$ cat src/rtl/reg_dest_tracker_pkg.sv
// Shared encodings for the register-destination tracker.
// Destination-select codes and default special-register indices.
package reg_dest_tracker_pkg;

  localparam logic [2:0] SEL_RT = 3'd0;
  localparam logic [2:0] SEL_RS = 3'd1;
  localparam logic [2:0] SEL_SP = 3'd2;
  localparam logic [2:0] SEL_RA = 3'd3;
  localparam logic [2:0] SEL_RD = 3'd4;

  localparam int SP_IDX_DEF = 29;
  localparam int RA_IDX_DEF = 31;

  function automatic logic sel_legal(
    input logic [2:0] sel
  );
    return sel <= SEL_RD;
  endfunction

endpackage

$ cat src/rtl/reg_dest_fifo.sv
// In-order circular FIFO of pending register writes.
// Ports: push/pop/din in; mem, valid mask, rd_ptr, count out.
module reg_dest_fifo #(
  parameter int AW    = 5,
  parameter int DEPTH = 4
) (
  input  logic                       clk,
  input  logic                       reset_n,
  input  logic                       push,
  input  logic                       pop,
  input  logic [AW-1:0]              din,
  output logic [DEPTH-1:0][AW-1:0]   mem,
  output logic [DEPTH-1:0]           valid,
  output logic [$clog2(DEPTH)-1:0]   rd_ptr,
  output logic [$clog2(DEPTH):0]     count
);

  localparam int PW = $clog2(DEPTH);
  localparam int CW = PW + 1;

  logic [PW-1:0] wr_ptr;
  logic [PW-1:0] off;
  logic          pop_eff;

  // A pop on an empty FIFO is dropped here.
  assign pop_eff = pop && (count != '0);

  always_ff @(posedge clk or negedge reset_n) begin
    if (!reset_n) begin
      mem    <= '0;
      wr_ptr <= '0;
      rd_ptr <= '0;
      count  <= '0;
    end else begin
      if (push) begin
        mem[wr_ptr] <= din;
        wr_ptr      <= wr_ptr + PW'(1);
      end
      if (pop_eff) begin
        rd_ptr <= rd_ptr + PW'(1);
      end
      count <= count + CW'(push) - CW'(pop_eff);
    end
  end

  // Slot i is live when its distance from the head is below count.
  always_comb begin
    valid = '0;
    off   = '0;
    for (int i = 0; i < DEPTH; i++) begin
      off      = PW'(i) - rd_ptr;
      valid[i] = {1'b0, off} < count;
    end
  end

endmodule

$ cat src/rtl/reg_dest_tracker.sv
// Destination-register decode plus pending-writeback hazard tracker.
// Ports: select/fields in, dest out, issue/retire FIFO, hazards, errors.
module reg_dest_tracker
  import reg_dest_tracker_pkg::*;
#(
  parameter int REG_AW = 5,
  parameter int DEPTH  = 4,
  parameter int SP_IDX = SP_IDX_DEF,
  parameter int RA_IDX = RA_IDX_DEF
) (
  input  logic                     clk,
  input  logic                     reset_n,
  input  logic [2:0]               reg_dest,
  input  logic [REG_AW-1:0]        rt,
  input  logic [REG_AW-1:0]        rs,
  input  logic [REG_AW-1:0]        rd,
  output logic [REG_AW-1:0]        dest_out,
  output logic [REG_AW-1:0]        dest_q,
  input  logic                     issue_valid,
  output logic                     issue_ready,
  input  logic                     retire,
  output logic                     wb_pending,
  output logic [REG_AW-1:0]        wb_dest,
  output logic [$clog2(DEPTH):0]   count,
  input  logic [REG_AW-1:0]        chk_a,
  input  logic [REG_AW-1:0]        chk_b,
  output logic                     hazard_a,
  output logic                     hazard_b,
  output logic                     sel_err,
  output logic                     underflow_err
);

  localparam int PW = $clog2(DEPTH);
  localparam int CW = PW + 1;
  localparam logic [CW-1:0] FULL = CW'(DEPTH);

  logic                          legal;
  logic                          push;
  logic [DEPTH-1:0][REG_AW-1:0]  mem;
  logic [DEPTH-1:0]              valid;
  logic [PW-1:0]                 rd_ptr;

  assign legal = sel_legal(reg_dest);

  always_comb begin
    dest_out = '0;
    unique case (1'b1)
      reg_dest == SEL_RT: dest_out = rt;
      reg_dest == SEL_RS: dest_out = rs;
      reg_dest == SEL_SP: dest_out = REG_AW'(SP_IDX);
      reg_dest == SEL_RA: dest_out = REG_AW'(RA_IDX);
      reg_dest == SEL_RD: dest_out = rd;
      default:            dest_out = '0;
    endcase
  end

  // A full FIFO still accepts when the head retires this cycle.
  assign issue_ready = legal && ((count < FULL) || retire);
  assign push        = issue_valid && issue_ready;

  reg_dest_fifo #(
    .AW    (REG_AW),
    .DEPTH (DEPTH)
  ) u_fifo (
    .clk     (clk),
    .reset_n (reset_n),
    .push    (push),
    .pop     (retire),
    .din     (dest_out),
    .mem     (mem),
    .valid   (valid),
    .rd_ptr  (rd_ptr),
    .count   (count)
  );

  assign wb_pending = count != '0;
  assign wb_dest    = wb_pending ? mem[rd_ptr] : '0;

  // Compare against registered entries only; index 0 never hazards.
  always_comb begin
    hazard_a = 1'b0;
    hazard_b = 1'b0;
    for (int i = 0; i < DEPTH; i++) begin
      if (valid[i] && (mem[i] == chk_a)) hazard_a = 1'b1;
      if (valid[i] && (mem[i] == chk_b)) hazard_b = 1'b1;
    end
    if (chk_a == '0) hazard_a = 1'b0;
    if (chk_b == '0) hazard_b = 1'b0;
  end

  always_ff @(posedge clk or negedge reset_n) begin
    if (!reset_n) begin
      dest_q        <= '0;
      sel_err       <= 1'b0;
      underflow_err <= 1'b0;
    end else begin
      dest_q  <= dest_out;
      sel_err <= issue_valid && !legal;
      if (retire && !wb_pending) begin
        underflow_err <= 1'b1;
      end
    end
  end

endmodule

$ cat config.mk
export PLATFORM = sky130hd
export DESIGN_NAME = reg_dest_tracker
export DESIGN_NICKNAME = d
export VERILOG_FILES = /design/src/rtl/reg_dest_tracker_pkg.sv /design/src/rtl/reg_dest_fifo.sv /design/src/rtl/reg_dest_tracker.sv
export SDC_FILE = /design/constraint.sdc
export NUM_CORES = 1
export LEC_CHECK = 0
export BUFFER_PORTS_ARGS = -buffer_cell sky130_fd_sc_hd__buf_2
export CORE_MARGIN = 10
export CORE_UTILIZATION = 56
export CTS_BUF_LIST = sky130_fd_sc_hd__clkbuf_2 sky130_fd_sc_hd__clkbuf_4 sky130_fd_sc_hd__clkbuf_8
export CTS_CLUSTER_SIZE = 14
export DETAILED_ROUTE_END_ITERATION = 16
export PLACE_DENSITY = 0.82
export SLEW_MARGIN = 20
export SYNTH_ARGS = -nofsm -noshare
export SYNTH_HDL_FRONTEND = slang
export SYNTH_SLANG_ARGS = --single-unit
$ cat constraint.sdc
create_clock -name clk -period 3.1 [get_ports clk]
set_clock_uncertainty 0.1 [all_clocks]
set_input_delay 0.465 -clock clk [delete_from_list [all_inputs] [get_ports clk]]
set_output_delay 0.465 -clock clk [all_outputs]
set_load 0.005 [all_outputs]
==> reports/metrics.cfg, run 1 <==
[layout]
drive_above_1_share_pct = 36.47
fillers = 337
final_cells = 316
area_growth_pct = 15.21
nets = 308
postLayoutCoreUtil_pct = 66.80
diodes = 0
stdcell_area_sq_mm = 0.002691

[global_route]
grt_pass1_wl_mm = 8.970
antenna_found_initial = 0
grt_max_degree = 35
grt_overflow = 0
first_global_vias = 1868
track_usage_pct = 15.20

[worst_setup_path]
critPathRequiredTime_ns = 2.53
crit_fanout = 9
startpoint_type = flip-flop
r2r_end = u_fifo.count[2]$_DFF_PN0_
crit-reg2reg-launch = u_fifo.count[2]$_DFF_PN0_
crit_start = u_fifo.rd_ptr[1]$_DFFE_PN0P_
path_class = flip-flop to output port
end_kind = output port
critPathArrivalTime_ns = 2.21
r2r_cells = 9
crit_end = hazard_b
r2r_slack_ns = 0.66

[hold_path]
hold_path_class = primary input to async pin

[drt]
vias = 1751
first_pass_iters = 4
routedWlPerCell_um = 16.54
drtIter0Drc = 78
drc_errors = 0
finalWirelength_mm = 5.227
ant_nets = 0
viasPerCell = 5.541

[clock_network]
htreeDepth = 2
clockBufferDepth = 2
clk_latency_ns = 0.28
cts_root_buf = clkbuf_8
cts_sinks = 34
cts_buffers = 5
cts_resized = 0
path_clk_slew_ns = 0.06
cts_tree = done
holdBufCountCts = 0
post_cts_buffers = 0

[floorplanning]
die_h_um = 84.59
fp.coreArea_sq_mm = 0.004029
row_count = 23
io_pins = 56
start_util_pct = 57.98
fp.dieW_um = 84.59
dieArea_sq_mm = 0.007155

[timing]
setup_violations = 0
fin_ws_ns = 0.3244
grt_setup_unrepaired = no
relSlewSlack_pct = 51.64
whs_ns = 0.1359
setup_tns_ns = 0
min_period_ns = 2.776
slew_viol_final = 0
max_freq_mhz = 360.3
tightest_slew_ns = 0.7254
hold_violations = 0
post-route-period-util_pct = 89.54

[pwr]
peakVddDrop_mv = 0.4498
p_total_mw = 2.504
power_density_mw_per_mm2 = 930.2
leakagePower_nw = 1.267

[synth]
synth-seq-cells = 34
synth_cells = 220
postSynthAreaPerCell_sq_um = 10.62
synth_area_sq_mm = 0.002336
seq_area_frac_synth_pct = 36.42
ys_warn_count = 0
ys_types = 34
syn_nets = 263

[placed_design]
dp_hpwl_mm = 4.267
port_buffers = 55
place_area_sq_mm = 0.002580
dp_slack_ns = 0.5361
gp_congestion = 0.9286
place_inst = 308

[job]
drv_cap = 0

[run_status]
status = completed

## routing by layer
| layer | vias to the layer above | track usage, % | wire (um) |
|---|---|---|---|
| met3 | 13 | 4.734 | 417 |
| li1 | 840 | - | - |
| met1 | 827 | 18.31 | 2281 |
| met4 | 0 | 7.186 | 125 |
| met2 | 71 | 24.09 | 2402 |
| met5 | - | 0 | 0 |
## state kept, by name, summed over array words and instances, names as in the netlist
name	count
u_fifo.mem	20
dest_q	5
u_fifo.count	3
u_fifo.rd_ptr	2
u_fifo.wr_ptr	2
sel_err	1
underflow_err	1
## cell type report
type                            instances  area [sq um]  area share, %
Clock buffer                            8         110.1          4.091
Inverter                               14         52.55          1.953
Multi-Input combinational cell        155          1339          49.74
Sequential cell                        34         852.1          31.66
Tap cell                               50         62.56          2.325
Timing Repair Buffer                   55         275.3          10.23
## cells in the mapped netlist
library cell  instances  area [sq um]
nor2_1                3         11.26
o22ai_1               6         37.54
buf_6                 1         11.26
nand2_1               3         11.26
o21a_1                1         7.510
a21oi_1              11         55.05
nor2b_1               6         37.54
nand3_1               8         40.04
o31a_1                1         8.760
a21o_1                1         7.510
nand2_4               4         45.04
a21oi_2               1         8.760
and2_4                1         8.760
a21boi_0              1         7.510
nand2b_1              2         12.51
clkbuf_1              9         33.78
nor3_1                3         15.01
buf_2                 2         10.01
mux2_2               20         225.2
nor4_1               10         62.56
buf_12                1         20.02
o21ai_0               2         10.01
and2_1                6         37.54
o21ba_2               2         20.02
buf_1                 3         11.26
mux4_2                5         112.6
dfrtp_1              34         850.8
ha_1                 10         125.1
xnor2_1              29         254.0
buf_4                 1         7.510
o32ai_1               1         8.760
fa_1                  1         20.02
inv_1                14         52.55
xor2_1               17         148.9
## cells in the final DEF (no fill, tap or decap), types with 2 or more instances in the layout
cell	instances
buf_2	55
dfrtp_1	33
xnor2_1	29
mux2_2	20
xor2_1	17
inv_1	14
a21oi_1	11
nor4_1	10
ha_1	10
nand3_1	8
clkbuf_8	8
and2_1	6
nor2b_1	6
o22ai_1	6
mux4_2	5
nand2_4	4
nor3_1	3
nor2_1	3
nand2_1	3
o21ai_0	2
o21ba_2	2
nand2b_1	2
## worst max-delay path, cell delays in order (launching register included)
cell and delay, ns:
dfrtp_1 0.57, inv_1 0.08, ha_1 0.29, a21boi_0 0.13
o21ba_2 0.22, nor4_1 0.29, nor4_1 0.10, a21oi_1 0.12
buf_2 0.12
## cell families (layout without fill, tap and decap cells)
logic type	Yosys count	in the layout	synth area share (%)
compound gates	27	27	7.339
xor+xnor	46	46	17.25
fa+ha+maj	11	11	6.213
buf+inv	31	77	6.267
flops	34	34	36.42
mux	25	25	14.46
simple gates	46	46	12.05
## report_power, final
| part | internal [mW] | switching [mW] | total [mW] |
|---|---|---|---|
| clock | 0.224 | 0.150 | 0.374 |
| combinational | 0.693 | 0.510 | 1.20 |
| sequential | 0.630 | 0.296 | 0.926 |
## how the worst min path moves through the flow
| stage | start | to | cells past startpoint |
|---|---|---|---|
| CTS | reset_n | sel_err$_DFF_PN0_ | 1 |
| global placement | underflow_err$_DFFE_PN0P_ | underflow_err$_DFFE_PN0P_ | 1 |
| floorplan | reset_n | dest_q[0]$_DFF_PN0_ | 0 |
| detailed placement | underflow_err$_DFFE_PN0P_ | underflow_err$_DFFE_PN0P_ | 1 |
| global route | reset_n | u_fifo.mem[11]$_DFFE_PN0P_ | 1 |
| finish | reset_n | sel_err$_DFF_PN0_ | 1 |
Note: power is estimated with default switching activity, not from simulation.
==> run 2: changes to the inputs <==
BUFFER_PORTS_ARGS = -buffer_cell sky130_fd_sc_hd__clkbuf_2   (was -buffer_cell sky130_fd_sc_hd__buf_2)
CORE_MARGIN = 4   (was 10)
MAX_ROUTING_LAYER = met4   (was unset)
==> run 2 against run 1 <==
Compared with the run above:
- sequential cell count unchanged
- largest power group unchanged
- count of clock-buffer cells in the layout unchanged
- global-route usage up 5.5 points
- critical path depth up 1
- critical endpoint unchanged
- non-clock buffer count unchanged
- routed wire length down 5.5%
- die area down 26%
- setup slack worse by 0.070 ns
- utilization about the same
==> reports/metrics.cfg, run 2 (synthesis results as in run 1) <==
[placed_design]
port_buffers = 55  ; unchanged
dp_hpwl_mm = 3.981  ; -6.7%
gp_congestion = 0.9854  ; +6.1%

[drt]
drtIter0Drc = 88  ; +13%
viasPerCell = 5.541  ; unchanged
finalWirelength_mm = 4.942  ; -5.5%
first_pass_iters = 4  ; unchanged
vias = 1751  ; unchanged
routedWlPerCell_um = 15.64  ; -5.5%
ant_nets = 0  ; unchanged
drc_errors = 0  ; unchanged

[worst_setup_path]
cp_cell_sequence = xnor2_1 > inv_1 > ha_1 > nand2b_1 > o22ai_1 > nor4_1 > nor4_1 > a21oi_1 > clkbuf_2
startpoint_type = flip-flop
path_class = flip-flop to output port
crit_fanout = 11  ; +2
critPathBufInv = 2  ; unchanged
end_kind = output port
crit_family = flip-flops
critPathArrivalTime_ns = 2.28  ; +0.07 ns
crit_top_cell = nor4_1
cp_slowest_stage_delay_ns = 0.67  ; +0.10 ns
slowest_stage = dfrtp_1
critPathRequiredTime_ns = 2.53  ; about the same

[timing]
setup_violations = 0  ; unchanged
grt_setup_unrepaired = no
slew_viol_final = 0  ; unchanged
min_period_ns = 2.846  ; +0.07039 ns
post-route-period-util_pct = 91.81  ; +2.3 points
max_freq_mhz = 351.4  ; -2.5%
relSlewSlack_pct = 45.39  ; -6.3 points
setup_tns_ns = 0  ; unchanged
tightest_slew_ns = 0.8192  ; +0.09378 ns
hold_violations = 0  ; unchanged

[pwr]
leakagePower_nw = 1.274  ; +0.58%
peakVddDrop_mv = 0.4195  ; -6.7%
power_density_mw_per_mm2 = 930.7  ; about the same

[layout]
drive_above_1_share_pct = 36.09  ; -0.38 points
regMostFlops = u_fifo.mem
area_growth_pct = 15.16  ; about the same
largest_reg_flops = 20  ; unchanged
diodes = 0  ; unchanged
largestRegisters = u_fifo.mem x20, dest_q x5, u_fifo.count x3
most-common-layout-cells = 55 x clkbuf_2, 34 x dfrtp_1, 29 x xnor2_1
nets = 308  ; unchanged
postLayoutCoreUtil_pct = 66.77  ; about the same
fillers = 328  ; -2.7%
final_common_cell = clkbuf_2

[global_route]
grt_pass1_wl_mm = 8.031  ; -10%
antenna_found_initial = 0  ; unchanged
track_usage_pct = 20.70  ; +5.5 points
grt_overflow = 0  ; unchanged
first_global_vias = 1699  ; -9.0%
grt_max_degree = 35  ; unchanged

[hold_path]
hold_path_class = primary input to async pin

[clock_network]
clockBufferDepth = 2  ; unchanged
htreeDepth = 2  ; unchanged
cts_tree = done
path_clk_slew_ns = 0.06  ; about the same
cts_buffers = 5  ; unchanged
holdBufCountCts = 0  ; unchanged
cts_resized = 0  ; unchanged
post_cts_buffers = 0  ; unchanged
cts_root_buf = clkbuf_8
clk_latency_ns = 0.29  ; about the same
cts_sinks = 34  ; unchanged

[floorplanning]
io_pins = 56  ; unchanged
fp.coreArea_sq_mm = 0.004029  ; unchanged
start_util_pct = 57.98  ; unchanged
dieArea_sq_mm = 0.005269  ; -26%
die_h_um = 72.59  ; -14%
fp.dieW_um = 72.59  ; -14%
row_count = 23  ; unchanged

[job]
drv_cap = 0  ; unchanged

[run_status]
status = completed

==> run 2: changes by cell type in the layout (fill, tap and decap cells not counted) <==
cell,delta
dfrtp_1,+1
dfrtp_2,-1
clkbuf_2,+55
buf_2,-55
==> run 2: final timing paths <==
check                                             startpoint                   endpoint  slack (ns)  cells after the start
worst max-delay path            u_fifo.rd_ptr[0]$_DFFE_PN0P_                   hazard_b        0.25                      9
worst max register to register     u_fifo.count[2]$_DFF_PN0_  u_fifo.count[2]$_DFF_PN0_        0.67                      9
max in group asynchronous                            reset_n  u_fifo.mem[4]$_DFFE_PN0P_        2.22                      1
worst min-delay path                                 reset_n          sel_err$_DFF_PN0_        0.16                      1
worst min register to register     underflow_err$_DFFE_PN0P_  underflow_err$_DFFE_PN0P_        0.36                      1
min in group clk                                      retire  underflow_err$_DFFE_PN0P_        0.30                      2
==> run 2: where the power goes <==
group	internal, mW	total, mW	switching (mW)
sequential	0.628	0.929	0.301
combinational	0.690	1.20	0.506
clock	0.224	0.378	0.154
==> run 2: metrics by stage <==
stage | cell area, sq um | hold WS [ns] | std cells | setup slack, ns | total power [mW]
6_report | 2690 | 0.1589 | 316 | 0.2540 | 2.504
4_1_cts | 2690 | 0.1903 | 316 | 0.2452 | 2.528
5_1_grt | 2690 | 0.2472 | 316 | 0.01105 | 2.697
2_1_floorplan | 2336 | 0.06941 | 220 | 0.7718 | 1.789
3_3_place_gp | 2580 | 0.3373 | 308 | 0.6224 | 2.080
3_5_place_dp | 2580 | 0.3441 | 308 | 0.5631 | 2.146
==> run 2: area by class of cell <==
cell class / count / area, sq um / area share [%]
Multi-Input combinational cell: 155 / 1339 / 49.77
Sequential cell: 34 / 850.8 / 31.63
Timing Repair Buffer: 55 / 275.3 / 10.23
Clock buffer: 8 / 110.1 / 4.093
Tap cell: 50 / 62.56 / 2.326
Inverter: 14 / 52.55 / 1.953
==> run 2: layer usage <==
| layer | track usage, % | vias to the layer above | share of wire (%) |
|---|---|---|---|
| met5 | - | - | 0 |
| met4 | 8.607 | 0 | 2.1 |
| met3 | 3.719 | 10 | 6.2 |
| met2 | 33.47 | 66 | 48 |
| met1 | 25.60 | 838 | 44 |
| li1 | - | 837 | - |
==> run 3: changes to the inputs <==
CORE_UTILIZATION = 25   (was 56)
PLACE_DENSITY = 0.42   (was 0.82)
==> run 3 against run 2 <==
Compared with the run above:
- routed wire length increased by 13%
- setup slack got worse by 0.011 ns
- critical endpoint is now hazard_a
- sequential power increased by 1%
==> reports/metrics.cfg, run 3 (synthesis results as in run 1) <==
[clock_network]
post_cts_buffers = 0  ; unchanged
htreeDepth = 2  ; unchanged
cts_sinks = 34  ; unchanged
cts_buffers = 5  ; unchanged
clockBufferDepth = 2  ; unchanged
cts_tree = done
path_clk_slew_ns = 0.06  ; about the same
cts_root_buf = clkbuf_8
cts_resized = 0  ; unchanged
clk_latency_ns = 0.28  ; about the same
holdBufCountCts = 0  ; unchanged

[floorplanning]
fp.dieW_um = 104.7  ; +44%
dieArea_sq_mm = 0.01095  ; +110%
die_h_um = 104.7  ; +44%
row_count = 35  ; +52%
fp.coreArea_sq_mm = 0.009153  ; +130%
io_pins = 56  ; unchanged
start_util_pct = 25.52  ; -32 points

[timing]
setup_violations = 0  ; unchanged
max_freq_mhz = 350.1  ; -0.37%
slew_viol_final = 0  ; unchanged
grt_setup_unrepaired = no
hold_violations = 0  ; unchanged
setup_tns_ns = 0  ; unchanged
min_period_ns = 2.857  ; +0.01062 ns
post-route-period-util_pct = 92.15  ; +0.34 points
relSlewSlack_pct = 42.30  ; -3.1 points
tightest_slew_ns = 0.8655  ; +0.04634 ns
whs_ns = 0.1897  ; +0.03077 ns

[worst_setup_path]
critPathRequiredTime_ns = 2.53  ; about the same
critPathArrivalTime_ns = 2.29  ; about the same
r2r_slack_ns = 0.71  ; +0.04 ns
slowest_stage = dfrtp_1
crit-reg2reg-launch = u_fifo.count[2]$_DFF_PN0_
path_class = flip-flop to output port
cp_cell_sequence = xnor2_1 > inv_1 > ha_1 > nand2b_1 > o22ai_1 > nor4_1 > nor4_1 > a21oi_1 > clkbuf_2
crit_fanout = 11  ; unchanged
r2r_cells = 9  ; unchanged
crit_start = u_fifo.rd_ptr[0]$_DFFE_PN0P_
cp_slowest_stage_delay_ns = 0.66  ; about the same
r2r_end = u_fifo.count[2]$_DFF_PN0_
crit_end = hazard_a
startpoint_type = flip-flop
crit_top_cell = nor4_1
end_kind = output port

[global_route]
first_global_vias = 1874  ; +10%
grt_pass1_wl_mm = 9.494  ; +18%
track_usage_pct = 11.11  ; -9.6 points
grt_max_degree = 35  ; unchanged
grt_overflow = 0  ; unchanged
antenna_found_initial = 0  ; unchanged

[layout]
regMostFlops = u_fifo.mem
largestRegisters = u_fifo.mem x20, dest_q x5, u_fifo.count x3
final_common_cell = clkbuf_2
drive_above_1_share_pct = 36.57  ; +0.48 points
diodes = 0  ; unchanged
largest_reg_flops = 20  ; unchanged
nets = 311  ; +0.97%
most-common-layout-cells = 55 x clkbuf_2, 34 x dfrtp_1, 29 x xnor2_1
stdcell_area_sq_mm = 0.002763  ; +2.7%
area_growth_pct = 18.26

[drt]
finalWirelength_mm = 5.594  ; +13%
routedWlPerCell_um = 14.76  ; -5.6%
viasPerCell = 4.446  ; -20%
first_pass_iters = 3  ; -1
vias = 1685  ; -3.8%
drtIter0Drc = 46  ; -48%
ant_nets = 0  ; unchanged
drc_errors = 0  ; unchanged

[placed_design]
gp_congestion = 0.9039  ; -8.3%
place_area_sq_mm = 0.002679  ; +3.8%
dp_hpwl_mm = 4.572  ; +15%
port_buffers = 55  ; unchanged

[pwr]
leakagePower_nw = 1.277  ; +0.20%
p_total_mw = 2.448  ; -2.2%
peakVddDrop_mv = 0.2034  ; -52%
power_density_mw_per_mm2 = 886.3  ; -4.8%

[run_status]
status = completed

[job]
drv_cap = 0  ; unchanged

[hold_path]
hold_path_class = primary input to async pin

==> run 3: layout make-up <==
class,instances,area [sq um]
fill,974,6390
multi-input combinational,155,1339
sequential,34,850.8
timing repair buffer,58,297.8
tap,111,138.9
clock buffer,7,83.83
inverter,14,52.55
==> run 3: how the worst min path moves through the flow <==
stage                                      to  slack [ns]  cells after the start
floorplan                 dest_q[0]$_DFF_PN0_        0.07                      0
global placement    underflow_err$_DFFE_PN0P_        0.34                      1
detailed placement  underflow_err$_DFFE_PN0P_        0.35                      1
CTS                         sel_err$_DFF_PN0_        0.21                      1
global route                sel_err$_DFF_PN0_        0.26                      1
finish                      sel_err$_DFF_PN0_        0.19                      1
==> run 3: routing by layer <==
| metal | track usage [%] | wire [um] |
|---|---|---|
| met1 | 14.75 | 2725 |
| met2 | 17.07 | 2519 |
| met3 | 1.791 | 232 |
| met4 | 4.311 | 116 |
| met5 | - | 0 |
==> run 3: per-stage QoR <==
step,instances,utilization [%],worst slack [ns]
after global placement,372,29.27,0.5637
after floorplan,220,-,0.7718
after global routing,379,30.18,0.02415
final,379,30.18,0.2434
after CTS,379,30.18,0.2013
after detailed placement,372,29.27,0.5239
==> run 3: report_power, final <==
part | switching (mW) | internal [mW] | leakage (nW)
combinational | 0.499 | 0.693 | 0.817
clock | 0.145 | 0.172 | 0.0452
sequential | 0.311 | 0.629 | 0.414
total | 0.955 | 1.49 | 1.28
==> run 3: worst max-delay path: cells and delay by family (launching register included) <==
family | cells | cell delay [ns]
fa+ha+maj | 1 | 0.27
compound gates | 2 | 0.25
simple gates | 3 | 0.44
flops | 1 | 0.66
xor+xnor | 1 | 0.21
buf+inv | 2 | 0.19
